`src/rtl/eq_ctrl_pkg.sv`:
```
// Shared types, widths and default timing for the equalizer level controller.
package eq_ctrl_pkg;

  localparam int EQ_LEVEL_W = 6;

  localparam int unsigned DEB_CYC_DEF       = 16;
  localparam int unsigned ENTER_LOW_CYC_DEF = 4;
  localparam int unsigned HOLD_CYC_DEF      = 4;
  localparam int          LEVEL_MAX_DEF     = 31;
  localparam int          LEVEL_RST_DEF     = 8;

  typedef enum logic [1:0] {
    IDLE    = 2'd0,
    COMMIT  = 2'd1,
    HOLDOFF = 2'd2
  } state_t;

  typedef enum logic [1:0] {
    BASS = 2'd0,
    MID  = 2'd1,
    TREB = 2'd2
  } band_t;

  typedef logic signed [EQ_LEVEL_W-1:0] level_t;
  typedef logic signed [EQ_LEVEL_W:0]   level_wide_t;

  // One extra bit of headroom so +1/-1 never wraps before the clamp.
  function automatic level_t step_level(input level_t cur, input logic inc,
                                        input logic dec, input int max_lvl);
    level_wide_t wide;
    level_wide_t lim;
    wide = {cur[EQ_LEVEL_W-1], cur};
    lim  = level_wide_t'(max_lvl);
    if (inc && !dec) begin
      wide = wide + 7'sd1;
    end else if (dec && !inc) begin
      wide = wide - 7'sd1;
    end
    if (wide > lim) begin
      wide = lim;
    end else if (wide < -lim) begin
      wide = -lim;
    end
    return $signed(wide[EQ_LEVEL_W-1:0]);
  endfunction

  function automatic band_t next_band(input band_t cur);
    case (cur)
      BASS:    return MID;
      MID:     return TREB;
      default: return BASS;
    endcase
  endfunction

endpackage

```
`src/rtl/eq_level_ctrl_if.sv`:
```
// Button inputs and equalizer-facing outputs of the level controller.
interface eq_level_ctrl_if;
  import eq_ctrl_pkg::*;

  logic   btn_up;
  logic   btn_down;
  logic   btn_band;
  logic   btn_enter;
  level_t bass_level;
  level_t mid_level;
  level_t treble_level;
  logic   enter;
  logic [1:0] band_sel;
  logic   busy;

  modport master (
    output btn_up, btn_down, btn_band, btn_enter,
    input  bass_level, mid_level, treble_level, enter, band_sel, busy
  );

  modport slave (
    input  btn_up, btn_down, btn_band, btn_enter,
    output bass_level, mid_level, treble_level, enter, band_sel, busy
  );

endinterface

```
`src/rtl/eq_btn_cond.sv`:
```
// Raw button conditioning: 2-flop synchronizer, optional debounce, rising-edge press.
// Debounce counter is built only when EQ_LEVEL_CTRL_DEBOUNCE_EN is defined.
module eq_btn_cond #(
  parameter int unsigned DEB_CYC = eq_ctrl_pkg::DEB_CYC_DEF
) (
  input  logic clk,
  input  logic rst_n,
  input  logic btn_raw,
  output logic press
);

  logic sync_1;
  logic sync_2;
  logic level_q;
  logic level_prev;

  if (DEB_CYC < 2 || DEB_CYC > 65535) begin : g_deb_cyc_range
    $error("eq_btn_cond: DEB_CYC must be within 2..65535");
  end

  always_ff @(posedge clk or negedge rst_n) begin
    if (!rst_n) begin
      sync_1 <= 1'b0;
      sync_2 <= 1'b0;
    end else begin
      sync_1 <= btn_raw;
      sync_2 <= sync_1;
    end
  end

`ifdef EQ_LEVEL_CTRL_DEBOUNCE_EN
  logic [15:0] deb_cnt;

  // Down-counter reloads whenever the input agrees with the debounced state,
  // so only an unbroken run of DEB_CYC differing cycles flips it.
  always_ff @(posedge clk or negedge rst_n) begin
    if (!rst_n) begin
      level_q <= 1'b0;
      deb_cnt <= 16'(DEB_CYC - 1);
    end else if (sync_2 == level_q) begin
      deb_cnt <= 16'(DEB_CYC - 1);
    end else if (deb_cnt == 16'd0) begin
      level_q <= sync_2;
      deb_cnt <= 16'(DEB_CYC - 1);
    end else begin
      deb_cnt <= deb_cnt - 16'd1;
    end
  end
`else
  assign level_q = sync_2;
`endif

  always_ff @(posedge clk or negedge rst_n) begin
    if (!rst_n) begin
      level_prev <= 1'b0;
    end else begin
      level_prev <= level_q;
    end
  end

  assign press = level_q & ~level_prev;

endmodule

```
`src/rtl/eq_level_ctrl.sv`:
```
// Push-button front end for the equalizer: band select, saturating levels, enter strobe.
// Build option EQ_LEVEL_CTRL_DEBOUNCE_EN enables per-button debounce in eq_btn_cond.
//
// state   | meaning
// IDLE    | accept presses, adjust levels / band, enter press starts a commit
// COMMIT  | enter held low, levels and band frozen
// HOLDOFF | enter back high, levels still frozen, presses dropped
module eq_level_ctrl
  import eq_ctrl_pkg::*;
#(
  parameter int unsigned DEB_CYC       = DEB_CYC_DEF,
  parameter int unsigned ENTER_LOW_CYC = ENTER_LOW_CYC_DEF,
  parameter int unsigned HOLD_CYC      = HOLD_CYC_DEF,
  parameter int          LEVEL_MAX     = LEVEL_MAX_DEF,
  parameter int          LEVEL_RST     = LEVEL_RST_DEF
) (
  input logic             clk,
  input logic             rst_n,
  eq_level_ctrl_if.slave  bus
);

  logic press_up;
  logic press_down;
  logic press_band;
  logic press_enter;

  eq_btn_cond #(.DEB_CYC(DEB_CYC)) u_cond_up (
    .clk(clk), .rst_n(rst_n), .btn_raw(bus.btn_up), .press(press_up)
  );
  eq_btn_cond #(.DEB_CYC(DEB_CYC)) u_cond_down (
    .clk(clk), .rst_n(rst_n), .btn_raw(bus.btn_down), .press(press_down)
  );
  eq_btn_cond #(.DEB_CYC(DEB_CYC)) u_cond_band (
    .clk(clk), .rst_n(rst_n), .btn_raw(bus.btn_band), .press(press_band)
  );
  eq_btn_cond #(.DEB_CYC(DEB_CYC)) u_cond_enter (
    .clk(clk), .rst_n(rst_n), .btn_raw(bus.btn_enter), .press(press_enter)
  );

  state_t      state;
  logic [15:0] tmr;
  level_t      bass_q;
  level_t      mid_q;
  level_t      treb_q;
  band_t       band_q;
  logic        enter_q;
  logic        busy_q;

  // Reset parks the FSM in COMMIT with the timer one above its normal load,
  // so the first edge after release drops enter for a full ENTER_LOW_CYC.
  always_ff @(posedge clk or negedge rst_n) begin
    if (!rst_n) begin
      state   <= COMMIT;
      tmr     <= 16'(ENTER_LOW_CYC);
      bass_q  <= level_t'(LEVEL_RST);
      mid_q   <= level_t'(LEVEL_RST);
      treb_q  <= level_t'(LEVEL_RST);
      band_q  <= BASS;
      enter_q <= 1'b1;
      busy_q  <= 1'b1;
    end else begin
      case (state)
        IDLE: begin
          if (press_up || press_down) begin
            case (band_q)
              BASS:    bass_q <= step_level(bass_q, press_up, press_down, LEVEL_MAX);
              MID:     mid_q  <= step_level(mid_q,  press_up, press_down, LEVEL_MAX);
              default: treb_q <= step_level(treb_q, press_up, press_down, LEVEL_MAX);
            endcase
          end
          if (press_band) begin
            band_q <= next_band(band_q);
          end
          if (press_enter) begin
            state   <= COMMIT;
            tmr     <= 16'(ENTER_LOW_CYC - 1);
            enter_q <= 1'b0;
            busy_q  <= 1'b1;
          end
        end
        COMMIT: begin
          if (tmr == 16'd0) begin
            state   <= HOLDOFF;
            tmr     <= 16'(HOLD_CYC - 1);
            enter_q <= 1'b1;
          end else begin
            tmr     <= tmr - 16'd1;
            enter_q <= 1'b0;
          end
        end
        HOLDOFF: begin
          if (tmr == 16'd0) begin
            state  <= IDLE;
            busy_q <= 1'b0;
          end else begin
            tmr <= tmr - 16'd1;
          end
        end
        default: begin
          state   <= IDLE;
          enter_q <= 1'b1;
          busy_q  <= 1'b0;
        end
      endcase
    end
  end

  assign bus.bass_level   = bass_q;
  assign bus.mid_level    = mid_q;
  assign bus.treble_level = treb_q;
  assign bus.band_sel     = band_q;
  assign bus.enter        = enter_q;
  assign bus.busy         = busy_q;

endmodule
```
`src/flat_wrapper.sv`:
```
// flat-port wrapper written by rule: the top's interface ports become plain ports
module eq_level_ctrl_flat import eq_ctrl_pkg::*;
#(
  parameter int unsigned DEB_CYC       = DEB_CYC_DEF,
  parameter int unsigned ENTER_LOW_CYC = ENTER_LOW_CYC_DEF,
  parameter int unsigned HOLD_CYC      = HOLD_CYC_DEF,
  parameter int          LEVEL_MAX     = LEVEL_MAX_DEF,
  parameter int          LEVEL_RST     = LEVEL_RST_DEF
)
  (clk, rst_n, bus_btn_up, bus_btn_down, bus_btn_band, bus_btn_enter, bus_bass_level, bus_mid_level, bus_treble_level, bus_enter, bus_band_sel, bus_busy);
  eq_level_ctrl_if bus_i ();
  input logic clk;
  input logic rst_n;
  input wire logic [$bits(bus_i.btn_up)-1:0] bus_btn_up;
  input wire logic [$bits(bus_i.btn_down)-1:0] bus_btn_down;
  input wire logic [$bits(bus_i.btn_band)-1:0] bus_btn_band;
  input wire logic [$bits(bus_i.btn_enter)-1:0] bus_btn_enter;
  output wire logic [$bits(bus_i.bass_level)-1:0] bus_bass_level;
  output wire logic [$bits(bus_i.mid_level)-1:0] bus_mid_level;
  output wire logic [$bits(bus_i.treble_level)-1:0] bus_treble_level;
  output wire logic [$bits(bus_i.enter)-1:0] bus_enter;
  output wire logic [$bits(bus_i.band_sel)-1:0] bus_band_sel;
  output wire logic [$bits(bus_i.busy)-1:0] bus_busy;
  assign bus_i.btn_up = bus_btn_up;
  assign bus_i.btn_down = bus_btn_down;
  assign bus_i.btn_band = bus_btn_band;
  assign bus_i.btn_enter = bus_btn_enter;
  assign bus_bass_level = bus_i.bass_level;
  assign bus_mid_level = bus_i.mid_level;
  assign bus_treble_level = bus_i.treble_level;
  assign bus_enter = bus_i.enter;
  assign bus_band_sel = bus_i.band_sel;
  assign bus_busy = bus_i.busy;
  eq_level_ctrl #(.DEB_CYC(DEB_CYC), .ENTER_LOW_CYC(ENTER_LOW_CYC), .HOLD_CYC(HOLD_CYC), .LEVEL_MAX(LEVEL_MAX), .LEVEL_RST(LEVEL_RST)) u_core (.clk(clk), .rst_n(rst_n), .bus(bus_i));
endmodule
```
`config.mk`:
```
export PLATFORM = sky130hd
export DESIGN_NAME = eq_level_ctrl_flat
export DESIGN_NICKNAME = d
export VERILOG_FILES = /design/src/rtl/eq_ctrl_pkg.sv /design/src/rtl/eq_level_ctrl_if.sv /design/src/rtl/eq_btn_cond.sv /design/src/rtl/eq_level_ctrl.sv /design/src/flat_wrapper.sv
export SDC_FILE = /design/constraint.sdc
export NUM_CORES = 1
export LEC_CHECK = 0
export BUFFER_PORTS_ARGS = -buffer_cell sky130_fd_sc_hd__buf_4
export CORE_MARGIN = 5
export CORE_UTILIZATION = 30
export DETAILED_ROUTE_END_ITERATION = 12
export GPL_ROUTABILITY_DRIVEN = 0
export PLACE_DENSITY = 0.53
export SYNTH_ARGS = -nofsm -noshare
export SYNTH_HDL_FRONTEND = slang
export SYNTH_HIERARCHICAL = 1
export SYNTH_SLANG_ARGS = --single-unit
```
`constraint.sdc`:
```
create_clock -name clk -period 2.5 [get_ports clk]
set_clock_uncertainty 0.05 [all_clocks]
set_input_delay 0.25 -clock clk [delete_from_list [all_inputs] [get_ports clk]]
set_output_delay 0.25 -clock clk [all_outputs]
set_load 0.02 [all_outputs]
```
==> flow_summary.json, run 1 <==
{
  "vias": 2951,
  "criticalPathCategory": "reg -> reg",
  "drc": 0,
  "hold_viol_final": 0,
  "async_flop_share_pct": 100,
  "dr.pass1.iters": 4,
  "fmax_mhz": 421,
  "yosys_most_used_dff": "dfrtp_1",
  "dieArea_sq_mm": 0.0136,
  "fill_cells": 1118,
  "port_buffers": 27,
  "power_uw": 4570,
  "place_area_sq_mm": 0.00375,
  "cp_top_family": "simple AND/OR/NAND/NOR gates",
  "synth_edf_count": 0,
  "critPathMaxFanout": 19,
  "dp_hpwl_mm": 5.88,
  "yosysWarningCount": 6,
  "antenna_cells": 0,
  "worstSetupEndpointType": "register",
  "layout-drive-gt1-share_pct": 18.5,
  "initial_core_util_pct": 30.9,
  "layout.nets": 416,
  "multi_input_area_sq_mm": 0.00193,
  "io_pins": 28,
  "worst_slew_pin_slew_ns": 0.680,
  "grt_pass1_wl_mm": 13.6,
  "min_period_over_period_pct": 95.1,
  "start_kind": "register",
  "p_per_area_mw_per_mm2": 1150,
  "htreeDepth": 2,
  "clk_latency_ns": 0.30,
  "die_h_um": 116,
  "arrival_ns": 2.53,
  "cts_sinks": 52,
  "core_sq_mm": 0.0110,
  "setup_viol": 0,
  "synth_area_leaders": "dfrtp_1 (33%), dfstp_2 (5.4%), o21ai_0 (4.3%)",
  "peakVddDrop_mv": 0.576,
  "wl_per_cell_um": 15.2,
  "finalCriticalPeriod_ns": 2.38,
  "mappedNetlistNets": 382,
  "syn_area_per_cell_sq_um": 9.31,
  "grt_pass1_vias": 2813,
  "syn_to_final_growth_pct": 16.5,
  "leakage_uw": 0.00166,
  "path_buf_inv": 0,
  "netlist_area_sq_mm": 0.00340,
  "yosysMostFrequentCell": "dfrtp_1",
  "slew_headroom_pct": 54.7,
  "rsz0062_at_grt": "false",
  "cts_buffers": 5,
  "path_clk_slew_ns": 0.07,
  "postCtsSetupRepairBufs": 0,
  "finalSetupTns_ns": 0,
  "viasPerCell": 5.46,
  "cts_tree": "built",
  "cts_root_buf": "clkbuf_16",
  "rows": 38,
  "grt_max_degree": 53,
  "overflow": 0,
  "ys_types": 70,
  "synth_top_area_share_pct": 33.1,
  "cp.required_ns": 2.65,
  "outcome": "completed",
  "path_cells": "nor2b_4, nor4b_2, a22oi_2, xnor2_1, or4b_1, a221oi_1",
  "die_w_um": 116,
  "netlist_instances": 365,
  "grt_antenna_before_repair": 0,
  "cp_slowest_cell": "or4b_1",
  "hold_class": "reg -> reg",
  "yosys_register_bits": 52,
  "drtIter0Drc": 234,
  "ys_seq_area_share_pct": 38.6,
  "seqCellArea_sq_mm": 0.00131,
  "clock_path_buffers": 2,
  "drtAntennaViolNets": 0,
  "final_area_sq_mm": 0.00396,
  "synth_top_cell_by_area": "dfrtp_1",
  "finalMaxSlewViolations": 0,
  "grt_usage_pct": 12.5,
  "maxCapViolCount": 0,
  "wirelength_mm": 8.19,
  "ys_top_cells_by_count": "dfrtp_1 (45), o21ai_0 (29), nand2_1 (28), nor2_1 (24), a21oi_1 (18)",
  "cpPeakStageDelay_ns": 0.50
}
registers in the layout, indices dropped and copies added (netlist names):
register	flops
u_core/bus.band_sel	2
u_core/bus.bass_level	6
u_core/bus.busy	1
u_core/bus.enter	1
u_core/bus.mid_level	6
u_core/bus.treble_level	6
u_core/state	2
u_core/tmr	16
u_core/u_cond_band/level_prev	1
u_core/u_cond_band/level_q	1
u_core/u_cond_band/sync_1	1
u_core/u_cond_down/level_prev	1
u_core/u_cond_down/level_q	1
u_core/u_cond_down/sync_1	1
u_core/u_cond_enter/level_prev	1
u_core/u_cond_enter/level_q	1
u_core/u_cond_enter/sync_1	1
u_core/u_cond_up/level_prev	1
u_core/u_cond_up/level_q	1
u_core/u_cond_up/sync_1	1
layout make-up:
cell class / count / share of cell area, %
repair buffers: 42 / 8.29
well taps: 140 / 4.43
flip-flops and latches: 52 / 33.1
clock buffers: 5 / 3.16
multi-input cells: 282 / 48.8
clock inverters: 3 / 0.696
inverters: 16 / 1.52
through the flow:
step | util (%) | setup WS (ns) | hold slack, ns | std cells
after floorplan | - | 0.282 | -0.0956 | 365
after global placement | 34.2 | 0.190 | 0.286 | 527
after detailed placement | 34.2 | 0.0977 | 0.289 | 527
after CTS | 36.0 | 0.0868 | 0.306 | 540
after global routing | 36.0 | 0.0196 | 0.309 | 540
final | 36.0 | 0.122 | 0.303 | 540
cell families after synthesis:
| family | share of synthesized area (%) |
|---|---|
| adders and majority gates | 4.05 |
| AOI/OAI and AO/OA | 25.5 |
| DFF | 38.6 |
| and+or+nand+nor | 21.5 |
| muxes | 1.58 |
| buffers and inverters | 4.68 |
| xor gates and xnor gates | 4.13 |
metal layers:
metal,global-route usage [%],part of all wire [%]
met4,5.41,1.9
met3,2.33,4.4
met1,17.1,49
met2,19.5,45
met5,0,0
cell usage in the layout, fill, tap and decap left out, types with 4 or more instances in the layout:
cell type       n
dlygate4sd3_1   5
buf_4          37
xor2_1          8
o21a_1          4
nand2_1        28
dfrtp_1        45
a211oi_1        5
inv_1          16
and3_1          4
xnor2_1         8
o211ai_1        5
nor2_1         24
nor4_1          4
a22oi_1        10
a31oi_1        11
or3_1           4
a21oi_1        18
nor2b_4         4
and2_1          6
nand3_1         7
dfstp_2         7
o21ai_0        29
and4_1          4
o31ai_1         6
nor3_1          9
ha_1           11
clkbuf_16       5
where the power goes:
| group | internal [uW] | switching [uW] | total [uW] |
|---|---|---|---|
| Clock | 381 | 355 | 736 |
| Combinational | 993 | 1400 | 2390 |
| Sequential | 1110 | 331 | 1440 |
| Total | 2480 | 2090 | 4570 |
repair_timing:
item                                    CTS  global route
endpoints found under the setup margin    0             2
hold buffers                              5             0
resized for setup                         0             1
hold endpoints to repair                 49             0
final timing paths:
| kind | from | endpoint | slack [ns] | cells past startpoint |
|---|---|---|---|---|
| max | u_core/u_cond_down/level_prev | u_core/bus.bass_level[0] | 0.12 | 6 |
| min | u_core/u_cond_down/sync_1 | u_core/u_cond_down/level_q | 0.30 | 0 |
| max reg2reg | u_core/u_cond_down/level_prev | u_core/bus.bass_level[0] | 0.12 | 6 |
| min reg2reg | u_core/u_cond_down/sync_1 | u_core/u_cond_down/level_q | 0.30 | 0 |
| max in group asynchronous | rst_n | u_core/tmr[14] | 1.47 | 2 |
| min in group asynchronous | rst_n | u_core/bus.mid_level[0] | 0.48 | 2 |
No activity file was read; power rests on OpenSTA's default activity.
==> run 2, diff against run 1 <==
- CTS_BUF_LIST: default -> sky130_fd_sc_hd__clkbuf_8
- RECOVER_POWER: default -> 100
- clock period: 2.5 -> 2.35 ns (I/O delays scaled with it)
==> flow_summary.json, run 2 (same netlist as run 1, synthesis figures left out) <==
{
  "largest_reg_flops": 16,
  "overflow": 0,
  "clock_path_buffers": 2,
  "grt_usage_pct": 12.6,
  "io_pins": 28,
  "path_clk_slew_ns": 0.10,
  "cts_sinks": 52,
  "cp.required_ns": 2.52,
  "arrival_ns": 2.41,
  "hold_ws_ns": 0.310,
  "multi_input_area_sq_mm": 0.00198,
  "cts_tree": "built",
  "dr.pass1.iters": 4,
  "rows": 38,
  "finalMaxSlewViolations": 0,
  "syn_to_final_growth_pct": 18.9,
  "cpPeakStageDelay_ns": 0.56,
  "drtAntennaViolNets": 0,
  "grt_pass1_vias": 2843,
  "outcome": "completed",
  "critPathMaxFanout": 12,
  "antenna_cells": 0,
  "dieArea_sq_mm": 0.0136,
  "r2r_cells": 7,
  "top_register": "u_core/tmr",
  "start_kind": "register",
  "grt_max_degree": 53,
  "setup_viol": 0,
  "drc": 0,
  "final_common_cell": "dfrtp_1",
  "cp_slowest_cell": "or4_4",
  "cp_top_family": "simple AND/OR/NAND/NOR gates",
  "path_buf_inv": 1,
  "fmax_mhz": 447,
  "die_h_um": 116,
  "criticalPathCategory": "reg -> reg",
  "finalCriticalPeriod_ns": 2.24,
  "hold_depth": 0,
  "slew_headroom_pct": 12.4,
  "peakVddDrop_mv": 0.535,
  "setup_slack_ns": 0.112,
  "final_cell_mix": "dfrtp_1 (44), buf_4 (38), o21ai_0 (29), nand2_1 (28), nor2_1 (24)",
  "initial_core_util_pct": 30.9,
  "cts_root_buf": "clkbuf_8",
  "path_cells": "nor2b_4, buf_4, nand2b_1, o32ai_1, xor2_1, or4_4, a221oi_2",
  "vias": 2980,
  "fill_cells": 1132,
  "layout-drive-gt1-share_pct": 19.8,
  "clk_latency_ns": 0.31,
  "hold_viol_final": 0,
  "worstSetupEndpointType": "register",
  "leakage_uw": 0.00169,
  "crit_cells": 7,
  "min_period_over_period_pct": 95.3,
  "dp_hpwl_mm": 5.90,
  "wl_per_cell_um": 14.8,
  "seqCellArea_sq_mm": 0.00131,
  "dp_slack_ns": 0.0302,
  "drtIter0Drc": 199,
  "port_buffers": 27,
  "wirelength_mm": 8.29,
  "cts_buffers": 5,
  "core_sq_mm": 0.0110,
  "layout.nets": 435,
  "viasPerCell": 5.33,
  "grt_pass1_wl_mm": 13.9,
  "rsz0062_at_grt": "true",
  "hold_class": "reg -> reg",
  "grt_antenna_before_repair": 0,
  "p_per_area_mw_per_mm2": 1170,
  "die_w_um": 116,
  "maxCapViolCount": 0,
  "worst_slew_pin_slew_ns": 1.31,
  "htreeDepth": 2
}
-- run 2: area by class of cell --
| cell class | count | area share (%) |
|---|---|---|
| Tap cell | 140 | 4.34 |
| Clock buffer | 5 | 1.70 |
| Inverter | 16 | 1.49 |
| Sequential cell | 52 | 32.5 |
| Clock inverter | 3 | 0.650 |
| Multi-Input combinational cell | 283 | 49.1 |
| Timing Repair Buffer | 60 | 10.3 |
-- run 2: worst paths after layout --
check	slack (ns)	endpoint	startpoint
worst max register to register	0.11	u_core/bus.mid_level[0]	u_core/u_cond_up/level_q
worst min register to register	0.31	u_core/u_cond_down/level_q	u_core/u_cond_down/sync_1
worst max-delay path	0.11	u_core/bus.mid_level[0]	u_core/u_cond_up/level_q
worst min-delay path	0.31	u_core/u_cond_down/level_q	u_core/u_cond_down/sync_1
max in group asynchronous	0.66	u_core/bus.bass_level[1]	rst_n
min in group asynchronous	0.70	u_core/bus.treble_level[5]	rst_n
-- run 2: worst reg2reg max path: stages (launching register included) --
cell and delay (ns):
dfrtp_1 0.40, nor2b_4 0.18, buf_4 0.14, nand2b_1 0.15
o32ai_1 0.31, xor2_1 0.16, or4_4 0.56, a221oi_2 0.22
-- run 2: power breakdown --
part	internal, uW	total [uW]	switching (uW)
logic	1120	2640	1530
registers	1170	1530	357
clock network	217	543	326
-- run 2: metal layers --
metal | part of all wire (%) | wire, um | vias up | global-route usage (%)
li1 | - | - | 1489 | -
met1 | 51 | 4200 | 1434 | 18.1
met2 | 45 | 3710 | 55 | 19.7
met3 | 3.8 | 317 | 2 | 2.07
met4 | 0.66 | 55 | 0 | 3.25
met5 | 0 | 0 | - | 0
-- run 2: through the flow --
step	utilization (%)	power (uW)	TNS [ns]	instances	cell area, sq um
after CTS	36.5	4780	0	555	4010
after floorplan	-	3290	0	365	3400
after global routing	36.8	5160	-0.00551	559	4040
after global placement	35.0	4190	0	540	3850
after detailed placement	35.0	4200	0	540	3850
final	36.8	4720	0	559	4040
-- run 2: repair_timing --
item	CTS	global route
gates resized for setup	0	9
setup endpoints to repair	1	4
hold buffers	5	0
buffers inserted	2	3
hold endpoints to repair	49	0
pin swaps	0	0
cloned	0	1
==> run 3, diff against run 2 <==
- CORE_ASPECT_RATIO: default -> 1.1
- MAX_ROUTING_LAYER: default -> met4
==> flow_summary.json, run 3 (same netlist as run 1, synthesis figures left out) <==
{
  "outcome": "completed",
  "path_clk_slew_ns": 0.11,
  "leakage_uw": 0.00166,
  "finalSetupTns_ns": 0,
  "min_period_over_period_pct": 95.7,
  "setup_viol": 0,
  "drc": 0,
  "core_sq_mm": 0.0110,
  "p_sw_uw": 2210,
  "min_from": "u_core/u_cond_enter/sync_1",
  "rows": 40,
  "maxCapViolCount": 0,
  "fill_cells": 1146,
  "pwr-share-seq_pct": 31.1,
  "arrival_ns": 2.43,
  "fmax_mhz": 445,
  "cts_tree": "built",
  "hold_viol_final": 0,
  "largest_reg_flops": 16,
  "grt_pass1_vias": 2833,
  "grt_usage_pct": 12.5,
  "htreeDepth": 2,
  "r2r-start": "u_core/u_cond_up/level_prev",
  "layout.nets": 432,
  "worstSetupEndpointType": "register",
  "die_w_um": 111,
  "drtAntennaViolNets": 0,
  "layout-drive-gt1-share_pct": 17.3,
  "dieArea_sq_mm": 0.0136,
  "hold_depth": 0,
  "cp.required_ns": 2.53,
  "whs_endpoint": "u_core/u_cond_enter/level_q",
  "overflow": 0,
  "r2r_cells": 7,
  "place_area_sq_mm": 0.00386,
  "final_common_cell": "dfrtp_1",
  "initial_core_util_pct": 30.9,
  "wl_per_cell_um": 14.9,
  "peakVddDrop_mv": 0.592,
  "worst_slew_pin_slew_ns": 1.31,
  "pwr-share-comb_pct": 54.9,
  "grt_max_degree": 53,
  "r2r-end": "u_core/bus.mid_level[0]",
  "start_kind": "register",
  "syn_to_final_growth_pct": 18.6,
  "rsz0062_at_grt": "false",
  "slew_headroom_pct": 12.8,
  "critPathMaxFanout": 9,
  "path_cells": "nor2b_4, buf_4, and2b_4, and4_1, or3_1, and4_1, a221oi_2",
  "drtIter0Drc": 178,
  "top_register": "u_core/tmr",
  "p_clk_share_pct": 14.0,
  "sw_frac_of_total_pct": 46.2,
  "hold_class": "reg -> reg",
  "dr.pass1.iters": 4,
  "criticalPathCategory": "reg -> reg",
  "die_h_um": 122,
  "wirelength_mm": 8.39,
  "port_buffers": 27,
  "cts_buffers": 5,
  "p_int_uw": 2570,
  "io_pins": 28,
  "dp_hpwl_mm": 6.07,
  "multi_input_area_sq_mm": 0.00200,
  "clk_latency_ns": 0.31,
  "viasPerCell": 5.36,
  "final_area_sq_mm": 0.00403,
  "path_buf_inv": 1,
  "grt_pass1_wl_mm": 13.8,
  "cpPeakStageDelay_ns": 0.46,
  "p_per_area_mw_per_mm2": 1190,
  "antenna_cells": 0,
  "cp_slowest_cell": "or3_1",
  "crit_top_cell": "and4_1",
  "crit_cells": 7,
  "cts_sinks": 52,
  "clock_path_buffers": 2,
  "vias": 3017,
  "grt_antenna_before_repair": 0,
  "rrSetupSlack_ns": 0.10,
  "final_cell_mix": "dfrtp_1 (45), nand2_1 (28), o21ai_0 (28), buf_4 (25), nor2_1 (24)",
  "cp_top_family": "simple AND/OR/NAND/NOR gates",
  "finalMaxSlewViolations": 0,
  "cts_root_buf": "clkbuf_8",
  "seqCellArea_sq_mm": 0.00131,
  "finalCriticalPeriod_ns": 2.25
}
-- run 3: cell count changes in the layout (fill, tap and decap cells not counted), sizes merged --
| cell | delta |
|---|---|
| clkbuf | +10 |
| clkinvlp | -2 |
| bufinv | +1 |
| inv | -1 |
| nor2b | +1 |
| clkinv | +1 |
| buf | -13 |
-- run 3: area by class of cell --
type,instances,area share (%)
multi-input cells,284,49.7
flip-flops and latches,52,32.5
repair buffers,56,8.73
well taps,147,4.57
clock buffers,6,2.05
inverters,16,1.49
clock inverters,2,0.963
-- run 3: worst max-delay path by stage --
| stage | start | slack, ns | end |
|---|---|---|---|
| floorplan | u_core/state[0] | 0.13 | u_core/tmr[14] |
| finish | u_core/u_cond_up/level_prev | 0.10 | u_core/bus.mid_level[0] |
| global placement | u_core/u_cond_down/level_prev | 0.006 | u_core/bus.bass_level[1] |
| global route | u_core/state[1] | 0.01 | u_core/bus.mid_level[0] |
| detailed placement | u_core/u_cond_up/level_prev | -0.09 | u_core/bus.bass_level[0] |
| CTS | u_core/u_cond_down/level_prev | 0.02 | u_core/bus.bass_level[3] |
-- run 3: metal layers --
layer	part of all wire, %	GRT usage [%]	vias to the layer above
li1	-	-	1484
met1	48	15.9	1473
met2	48	20.8	50
met3	2.8	1.84	10
met4	1.1	3.73	0
met5	0	-	-
-- run 3: repair_timing --
item	in CTS	in global routing
buffers inserted	0	1
resized for setup	3	8
gates cloned	0	2
hold endpoints to repair	49	0
endpoints found under the setup margin	4	9
hold buffers	5	0
pin swaps	0	1
-- run 3: power groups by stage --
stage	registers (uW)	clock network [uW]	logic [uW]
6_report	1490	669	2620
5_1_grt	1530	733	2900
4_1_cts	1490	695	2720
3_5_place_dp	1510	0	2690
3_3_place_gp	1500	0	2680
2_1_floorplan	1620	0	1670
-- run 3: per-stage QoR --
step           util [%]  instances  setup WS [ns]  power, uW  hold WS, ns
2_1_floorplan         -        365          0.132       3290       -0.111
3_3_place_gp       35.0        547        0.00579       4180        0.276
3_5_place_dp       35.0        547        -0.0915       4200        0.282
4_1_cts            36.7        560         0.0208       4910        0.310
5_1_grt            36.6        563         0.0121       5170        0.322
6_report           36.6        563          0.102       4780        0.307
